`src/rtl/move_scheduler.sv`:
```
// Turn sequencer between the debounced player buttons and the battleship core.
// Optional shooting-turn timer is built when MOVE_SCHEDULER_TIMEOUT_EN is defined.
module move_scheduler #(
   parameter int SHIPS           = 4,
   parameter int COOLDOWN_CYCLES = 4,
   parameter int TIMEOUT_CYCLES  = 250
) (
   input  logic       clk,
   input  logic       rst,
   input  logic       start,
   input  logic       pAb,
   input  logic       pBb,
   input  logic [1:0] X,
   input  logic [1:0] Y,
   input  logic       game_over,
   input  logic       mv_ready,
   output logic       mv_valid,
   output logic       mv_player,
   output logic       mv_kind,
   output logic [1:0] mv_x,
   output logic [1:0] mv_y,
   output logic [2:0] phase,
   output logic       timeout
);

   typedef enum logic [2:0] {
      S_IDLE, S_PLACE_A, S_PLACE_B, S_SHOOT_A, S_SHOOT_B, S_ISSUE, S_COOLDOWN, S_DONE
   } state_t;

   localparam logic [2:0] PH_IDLE    = 3'd0;
   localparam logic [2:0] PH_PLACE_A = 3'd1;
   localparam logic [2:0] PH_PLACE_B = 3'd2;
   localparam logic [2:0] PH_SHOOT_A = 3'd3;
   localparam logic [2:0] PH_SHOOT_B = 3'd4;
   localparam logic [2:0] PH_DONE    = 3'd5;

   localparam int             CDW     = (COOLDOWN_CYCLES > 1) ? $clog2(COOLDOWN_CYCLES) : 1;
   localparam logic [CDW-1:0] CD_LAST = CDW'(COOLDOWN_CYCLES - 1);
   localparam logic [3:0]     SHIPS_L = 4'(SHIPS);

   if (SHIPS < 1 || SHIPS > 7 || COOLDOWN_CYCLES < 1 || TIMEOUT_CYCLES < 2) begin : g_bad_params
      $error("move_scheduler: parameter out of range");
   end

   state_t         state;
   logic           prev_a, prev_b, prev_s;
   logic [2:0]     place_cnt;
   logic [CDW-1:0] cd_cnt;
   logic           edge_a, edge_b, edge_s;
   logic           act_edge, act_player, is_shoot;
   logic [3:0]     cnt_inc;

   assign edge_a     = pAb & ~prev_a;
   assign edge_b     = pBb & ~prev_b;
   assign edge_s     = start & ~prev_s;
   assign act_player = (state == S_PLACE_B) || (state == S_SHOOT_B);
   assign act_edge   = act_player ? edge_b : edge_a;
   assign is_shoot   = (state == S_SHOOT_A) || (state == S_SHOOT_B);
   assign cnt_inc    = {1'b0, place_cnt} + 4'd1;

`ifdef MOVE_SCHEDULER_TIMEOUT_EN
   localparam int            TW      = $clog2(TIMEOUT_CYCLES);
   localparam logic [TW-1:0] TO_LAST = TW'(TIMEOUT_CYCLES - 1);
   logic [TW-1:0] turn_timer;
`else
   assign timeout = 1'b0;
`endif

   // Handshake: mv_valid rises with a latched payload that stays frozen until the
   // cycle where mv_valid && mv_ready; the move is consumed on that edge exactly once.
   always_ff @(posedge clk or negedge rst) begin
      if (!rst) begin
         state     <= S_IDLE;
         prev_a    <= 1'b0;
         prev_b    <= 1'b0;
         prev_s    <= 1'b0;
         place_cnt <= '0;
         cd_cnt    <= '0;
         mv_valid  <= 1'b0;
         mv_player <= 1'b0;
         mv_kind   <= 1'b0;
         mv_x      <= '0;
         mv_y      <= '0;
         phase     <= PH_IDLE;
`ifdef MOVE_SCHEDULER_TIMEOUT_EN
         turn_timer <= '0;
         timeout    <= 1'b0;
`endif
      end else begin
         prev_a <= pAb;
         prev_b <= pBb;
         prev_s <= start;
`ifdef MOVE_SCHEDULER_TIMEOUT_EN
         timeout <= 1'b0;
         if (!is_shoot) turn_timer <= '0;
`endif
         case (state)
            S_IDLE, S_DONE: begin
               if (edge_s) begin
                  state     <= S_PLACE_A;
                  phase     <= PH_PLACE_A;
                  place_cnt <= '0;
               end
            end
            S_PLACE_A, S_PLACE_B, S_SHOOT_A, S_SHOOT_B: begin
               if (is_shoot && game_over) begin
                  state <= S_DONE;
                  phase <= PH_DONE;
               end else if (act_edge) begin
                  mv_x      <= X;
                  mv_y      <= Y;
                  mv_player <= act_player;
                  mv_kind   <= is_shoot;
                  mv_valid  <= 1'b1;
                  state     <= S_ISSUE;
               end
`ifdef MOVE_SCHEDULER_TIMEOUT_EN
               else if (is_shoot && turn_timer == TO_LAST) begin
                  state      <= (state == S_SHOOT_A) ? S_SHOOT_B : S_SHOOT_A;
                  phase      <= (state == S_SHOOT_A) ? PH_SHOOT_B : PH_SHOOT_A;
                  timeout    <= 1'b1;
                  turn_timer <= '0;
               end else if (is_shoot) begin
                  turn_timer <= turn_timer + 1'b1;
               end
`endif
            end
            S_ISSUE: begin
               if (mv_ready) begin
                  mv_valid <= 1'b0;
                  cd_cnt   <= '0;
                  state    <= S_COOLDOWN;
               end
            end
            S_COOLDOWN: begin
               // phase still holds the originating phase, so it picks the return state
               if (cd_cnt != CD_LAST) begin
                  cd_cnt <= cd_cnt + 1'b1;
               end else if (game_over) begin
                  state <= S_DONE;
                  phase <= PH_DONE;
               end else if (!mv_kind) begin
                  if (cnt_inc < SHIPS_L) begin
                     place_cnt <= cnt_inc[2:0];
                     state     <= (phase == PH_PLACE_A) ? S_PLACE_A : S_PLACE_B;
                  end else begin
                     place_cnt <= '0;
                     state     <= (phase == PH_PLACE_A) ? S_PLACE_B : S_SHOOT_A;
                     phase     <= (phase == PH_PLACE_A) ? PH_PLACE_B : PH_SHOOT_A;
                  end
               end else begin
                  state <= (phase == PH_SHOOT_A) ? S_SHOOT_B : S_SHOOT_A;
                  phase <= (phase == PH_SHOOT_A) ? PH_SHOOT_B : PH_SHOOT_A;
               end
            end
            default: begin
               state <= S_IDLE;
               phase <= PH_IDLE;
            end
         endcase
      end
   end

endmodule

```
`config.mk`:
```
export PLATFORM = sky130hd
export DESIGN_NAME = move_scheduler
export DESIGN_NICKNAME = d
export VERILOG_FILES = /design/src/rtl/move_scheduler.sv
export SDC_FILE = /design/constraint.sdc
export NUM_CORES = 1
export LEC_CHECK = 0
export ABC_AREA = 1
export CAP_MARGIN = 5
export CORE_UTILIZATION = 49
export CTS_BUF_LIST = sky130_fd_sc_hd__clkbuf_8
export DETAILED_ROUTE_END_ITERATION = 8
export GPL_TIMING_DRIVEN = 0
export PLACE_DENSITY = 0.77
export SKIP_LAST_GASP = 1
export SLEW_MARGIN = 30
export SYNTH_ARGS = -nofsm -noshare
export SYNTH_HDL_FRONTEND = slang
export SYNTH_SLANG_ARGS = --single-unit
```
`constraint.sdc`:
```
create_clock -name clk -period 1.6 [get_ports clk]
set_input_delay 0.32 -clock clk [delete_from_list [all_inputs] [get_ports clk]]
set_output_delay 0.32 -clock clk [all_outputs]
set_load 0.005 [all_outputs]
```
Word-level counts from Yosys, hierarchy flattened
Cells that the tools add are included.
- muxes and demuxes: 32
- add/sub/neg operators: 2
- $lt $le $gt $ge: 1
- equality and inequality tests: 21
- reductions and logical operators: 16
- bitwise operators: 7
- operators by type and width (operator ; count):
    3-bit 2-to-1 mux ; 18
    2-bit != test, second input constant ; 10
    3-bit == test, second input constant ; 4
    3-bit case mux with 4 select lines ; 1
    5-bit AND reduction ; 2
    3-bit by 2-bit == test with 1-bit output, second input constant ; 3
    3-bit case mux with 3 select lines ; 1
    2-bit 2-to-1 mux ; 4
    4-bit AND reduction ; 2
    3-bit by 1-bit == test with 1-bit output, second input constant ; 2
    3-bit case mux with 2 select lines ; 1
    3-bit AND reduction ; 2
    2-bit nonzero test ; 3
    1-bit 2-to-1 mux ; 5
    3-bit by 1-bit adder with 4-bit output, second input constant ; 1
    4-bit by 3-bit less-than comparator with 1-bit output, second input constant ; 1
    4-bit != test, second input constant ; 1
    1-bit inverter ; 4
    2-bit case mux with 2 select lines ; 1
    4-bit OR reduction ; 1
    1-bit AND ; 3
    3-bit zero test ; 1
    3-bit != test, second input constant ; 1
    3-bit nonzero test ; 1
    5 further kinds ; 6
- flip-flop bits (word level): 21
- input bits: 11
- logic and storage cells: 91

Logic depth before layout (Yosys ltp)
- depth after elaboration: 7
- depth in mapped cells: 11
- gate-level depth less buffers: 11

Worst setup path before layout
OpenSTA, ideal clock, no wires.
- kind: reg-to-reg
- start point: reg place_cnt[0]
- end point: reg state[0]
- setup slack: -8 ps
- stages on the path, launching flop included: 12
- buffers on the path: 0
- required time: 1535 ps
- arrival: 1543 ps
- cell sequence: dfrtp_1 ha_1 or2_2 nand2_1 ha_1 nor2_1 nor2_1 nand2_1 nand2_1 nand2_1 nand3_1 nand2_1
- word-level cells in the longest chain between the ends: 7
- RTL lines (element ; line ; source):
    start, declared ; 47 ; logic [2:0] place_cnt;
    start signal, assigned ; 144 ; place_cnt <= cnt_inc[2:0];
    3-bit by 1-bit adder with 4-bit output ; 59 ; assign cnt_inc = {1'b0, place_cnt} + 4'd1;
    4-bit by 3-bit less-than comparator with 1-bit output ; 143 ; if (cnt_inc < SHIPS_L) begin
    2-bit 2-to-1 mux ; 143 ;
    3-bit 2-to-1 mux ; 142 ; end else if (!mv_kind) begin
    3-bit 2-to-1 mux ; 139 ; end else if (game_over) begin
    3-bit 2-to-1 mux ; 137 ; if (cd_cnt != CD_LAST) begin
    3-bit case mux with 4 select lines ; 97 ; case (state)
    end signal, assigned ; 145 ; state <= (phase == PH_PLACE_A) ? S_PLACE_A : S_PLACE_B;
    end signal, assigned ; 148 ; state <= (phase == PH_PLACE_A) ? S_PLACE_B : S_SHOOT_A;
    end signal, assigned ; 152 ; state <= (phase == PH_SHOOT_A) ? S_SHOOT_B : S_SHOOT_A;
    end, declared ; 45 ; state_t state;
Every way passes these cells. The select of a mux whose other input is x is not followed.
A chain may end at the register's enable or synchronous reset.

Worst setup path in the final report
- start point: reg place_cnt[0]
- end point: reg phase[1]
- word-level cells in the longest chain between the ends: 4
- RTL lines (element ; line ; source):
    3-bit by 1-bit adder with 4-bit output ; 59 ;
    4-bit by 3-bit less-than comparator with 1-bit output ; 143 ;
    4-bit != test (no line) ; -- ;
    5-bit AND reduction (no line) ; -- ;
    end signal, assigned ; 149 ; phase <= (phase == PH_PLACE_A) ? PH_PLACE_B : PH_SHOOT_A;
    end signal, assigned ; 153 ; phase <= (phase == PH_SHOOT_A) ? PH_SHOOT_B : PH_SHOOT_A;
    end, declared ; 22 ; output logic [2:0] phase,
Every way passes these cells.

==> key figures <==
Worst setup path
  • Crit path max fanout: 3
  • Worst path buffer plus inverter count: 3
  • Startpoint Class: flop
  • CP delay by family, top: simple AND/OR/NAND/NOR gates
  • Reg-to-reg endpoint: phase[1]
  • Slowest Stage Delay on Critical Path: 0.39 ns
  • CP Depth: 11
  • Reg2reg start: place_cnt[0]
  • Worst Setup End Kind: flop
  • CP arrival: 1.82 ns
  • Critical Path RT: 1.81 ns
  • Setup CP Type: reg2reg
  • Crit. Startpoint: place_cnt[0]
  • R2r setup slk: -0.01 ns
  • R2R cell count: 11
  • Slowest cell on the critical path: dfrtp_1
  • Worst Setup EP: phase[1]
  • Worst path cell trace: ha_2 > nand3_1 > nand2_4 > buf_4 > buf_4 > buf_4 > nand3_1 > nand2_1 > nor2_2 > nand2_1 > nand2_1

Routing
  • Vias per std cell: 5.07
  • Drt pass-1 iters: 4
  • Final wirelength: 2.56 mm
  • Met2 WL post-DR: 1.18 mm
  • Routed Antenna Nets: 0
  • Routed length per instance: 11.3 um
  • Metal-1 WL: 1.21 mm
  • Routed length on met3: 109 um
  • Vias: 1150
  • Residual DRC: 0
  • DR top layer: met4
  • DRT iter0 DRCs: 27

GRT
  • Antenna violations before repair: 0
  • First-pass GRT wire length: 4.53 mm
  • Grt ovf: 0
  • Largest net degree at the start of global routing: 22
  • Vias in the first global route: 1094
  • All-Layer GR Usage: 22.5%

Synthesis
  • Sequential share of the synthesized area: 42.1%
  • Post-synth top flop: dfrtp_1
  • Main combinational cell family by area after synthesis: simple AND/OR/NAND/NOR gates
  • Synth Instances: 169
  • Top area cells in the synthesized netlist: dfrtp_1 (42%), nand2_1 (20%), nand3_1 (7.6%)
  • Area leader, netlist: dfrtp_1
  • Yosys reg bits: 21
  • XOR/XNOR Fraction of Synth Area: 0%
  • EDFF count, synth: 0
  • Synth Area per Inst: 7.38 um^2
  • Simple-gate share of the synthesized area: 36.3%
  • Leading cell types by count after synthesis: nand2_1 (66), dfrtp_1 (21), nand3_1 (19), inv_1 (16), nor2_1 (10)
  • Post-Synthesis Cell Area: 1250 um^2
  • Post-synthesis mux area share: 0%
  • Count leader, synth: nand2_1
  • Synth Area in Adders: 3.01%
  • Synth top area share: 42.1%
  • Fraction of registers with async set/reset: 100%
  • Count of cell types in the netlist: 21
  • Synth Area in Compound Gates: 8.93%
  • Mapped Nets: 183
  • YS warnings: 0

Clocking
  • Clk_lat worst skew: 0.26 ns
  • Clk sink count: 21
  • H-tree Lvls: 1
  • Cts bufs inserted: 3
  • TritonCTS clock tree: yes
  • Reg clk slew, reported paths: 0.08 ns
  • Root buf cell: clkbuf_8
  • Clock buffer depth: 2
  • Hold-fix buffer count after cts: 0

Timing
  • Tmin final: 1.61 ns
  • Slew Viols, Final: 0
  • RSZ-0062 raised after global routing: true
  • Endpoints failing hold: 15
  • Clock Skews: 0.00328 ns
  • Max Fclk: 0.621 GHz
  • Hold Slack: -0.00307 ns
  • Total setup violations reported at the end of the flow: 3
  • Worst setup margin: -0.0101 ns
  • Crit share post-route: 101%

Outcome
  • Status: finished with violations
  • Failing checks: negative hold slack, negative setup slack

Placed design
  • Buffers on Ports: 20
  • GP Congestion: 0.925
  • HPWL after DPL: 1.90 mm

Worst hold path
  • Hold Crit Class: in2async

Power and ir drop
  • Static Leak: 0.844 nW
  • Maximum VDD drop: 1.23 mV
  • Tot Pwr: 3.14 mW
  • PwrDens: 1960 nW/um^2

Finish
  • Layout area overhead: 28.7%
  • Filler Cells Inserted: 202
  • N_diodes: 0
  • Register area: 527 um^2
  • Layout Nets: 214
  • Layout cell share with drive strength beyond 1: 20.1%
  • Area of the multi-input gates: 638 um^2

Floorplanning
  • Starting Density: 54.3%
  • Io pins: 22
  • # rows: 17
  • Die area: 2750 um^2
  • CORE AREA: 2300 um^2
  • Chip width: 52.5 um
  • Die Y: 52.5 um

Flow run
  • Max-Cap Viols: 0
[timing repair]
item	4_1_cts	5_1_grt
gates resized for setup	3	5
pin swaps	5	4
setup buffers	5	1
endpoints found under the setup margin	2	10
[worst register-to-register path: stages, from the launching register on]
cell,delay (ns)
dfrtp_1,0.39
ha_2,0.19
nand3_1,0.13
nand2_4,0.08
buf_4,0.13
buf_4,0.12
buf_4,0.13
nand3_1,0.08
nand2_1,0.07
nor2_2,0.12
nand2_1,0.07
nand2_1,0.06
[through the flow]
stage	cells	instance area, um^2	util, %	setup TNS, ns	worst slack, ns
finish	227	1610	69.9	-0.0246	-0.0101
global route	227	1610	69.9	-0.507	-0.117
CTS	226	1590	69.1	0	0.00350
detailed placement	217	1490	64.7	-1.12	-0.185
global placement	217	1490	64.7	-0.541	-0.105
floorplan	169	1250	-	0	0.00127
[placed cells by master (no fill, tap or decap), types with 2 or more instances in the layout]
cell	synthesis	layout
nand3_2	1	2
nand3_1	19	18
nor2_2	2	3
nor2_1	10	9
o21ai_2	6	6
buf_4	3	9
dfrtp_1	21	20
clkdlybuf4s50_1	0	18
buf_6	2	2
inv_2	3	3
nand2_2	3	3
nand4_1	2	2
o21ai_0	6	6
inv_1	16	16
nand2_1	66	65
clkbuf_8	0	3
[logic make-up after synthesis]
| kind of cell | count (synthesis) |
|---|---|
| flip-flops | 21 |
| buffers and inverters | 24 |
| AO/OA/AOI/OAI | 15 |
| adder cells (fa/ha/maj) | 3 |
| AND/OR/NAND/NOR | 105 |
| other | 1 |
[final cells by class]
type                       count  area share [%]
inverter                      19            4.44
tap                           28            2.18
clock buffer                   3            2.57
multi-input combinational    124            39.8
buffer                         5            2.81
clock inverter                 1           0.312
timing repair buffer          26            15.1
sequential                    21            32.8
[registers in the layout, summed over array words and instances (netlist names), 2 cells and up]
signal and count:
phase 3, place_cnt 3, state 3, cd_cnt 2
mv_x 2, mv_y 2
[routing by layer]
metal,global-route usage [%],vias up
li1,-,593
met1,28.3,511
met3,3.77,9
met2,37.1,37
met4,10.5,0
met5,0,-
[worst min-delay path by stage]
stage | from | cells after the start | to
after floorplan | rst | 0 | cd_cnt[0]
after global placement | cd_cnt[1] | 2 | cd_cnt[1]
after detailed placement | cd_cnt[1] | 2 | cd_cnt[1]
after CTS | cd_cnt[1] | 2 | cd_cnt[1]
after global routing | rst | 1 | state[2]
final | rst | 1 | prev_s
[report_power, final]
part           internal [mW]  switching (mW)  total, mW  leakage (nW)
Clock                  0.174           0.178      0.351        0.0255
Combinational          0.814            1.12       1.94         0.555
Sequential             0.731           0.119      0.850         0.264
Total                   1.72            1.42       3.14         0.844
Note: power is estimated with default switching activity, not from simulation.
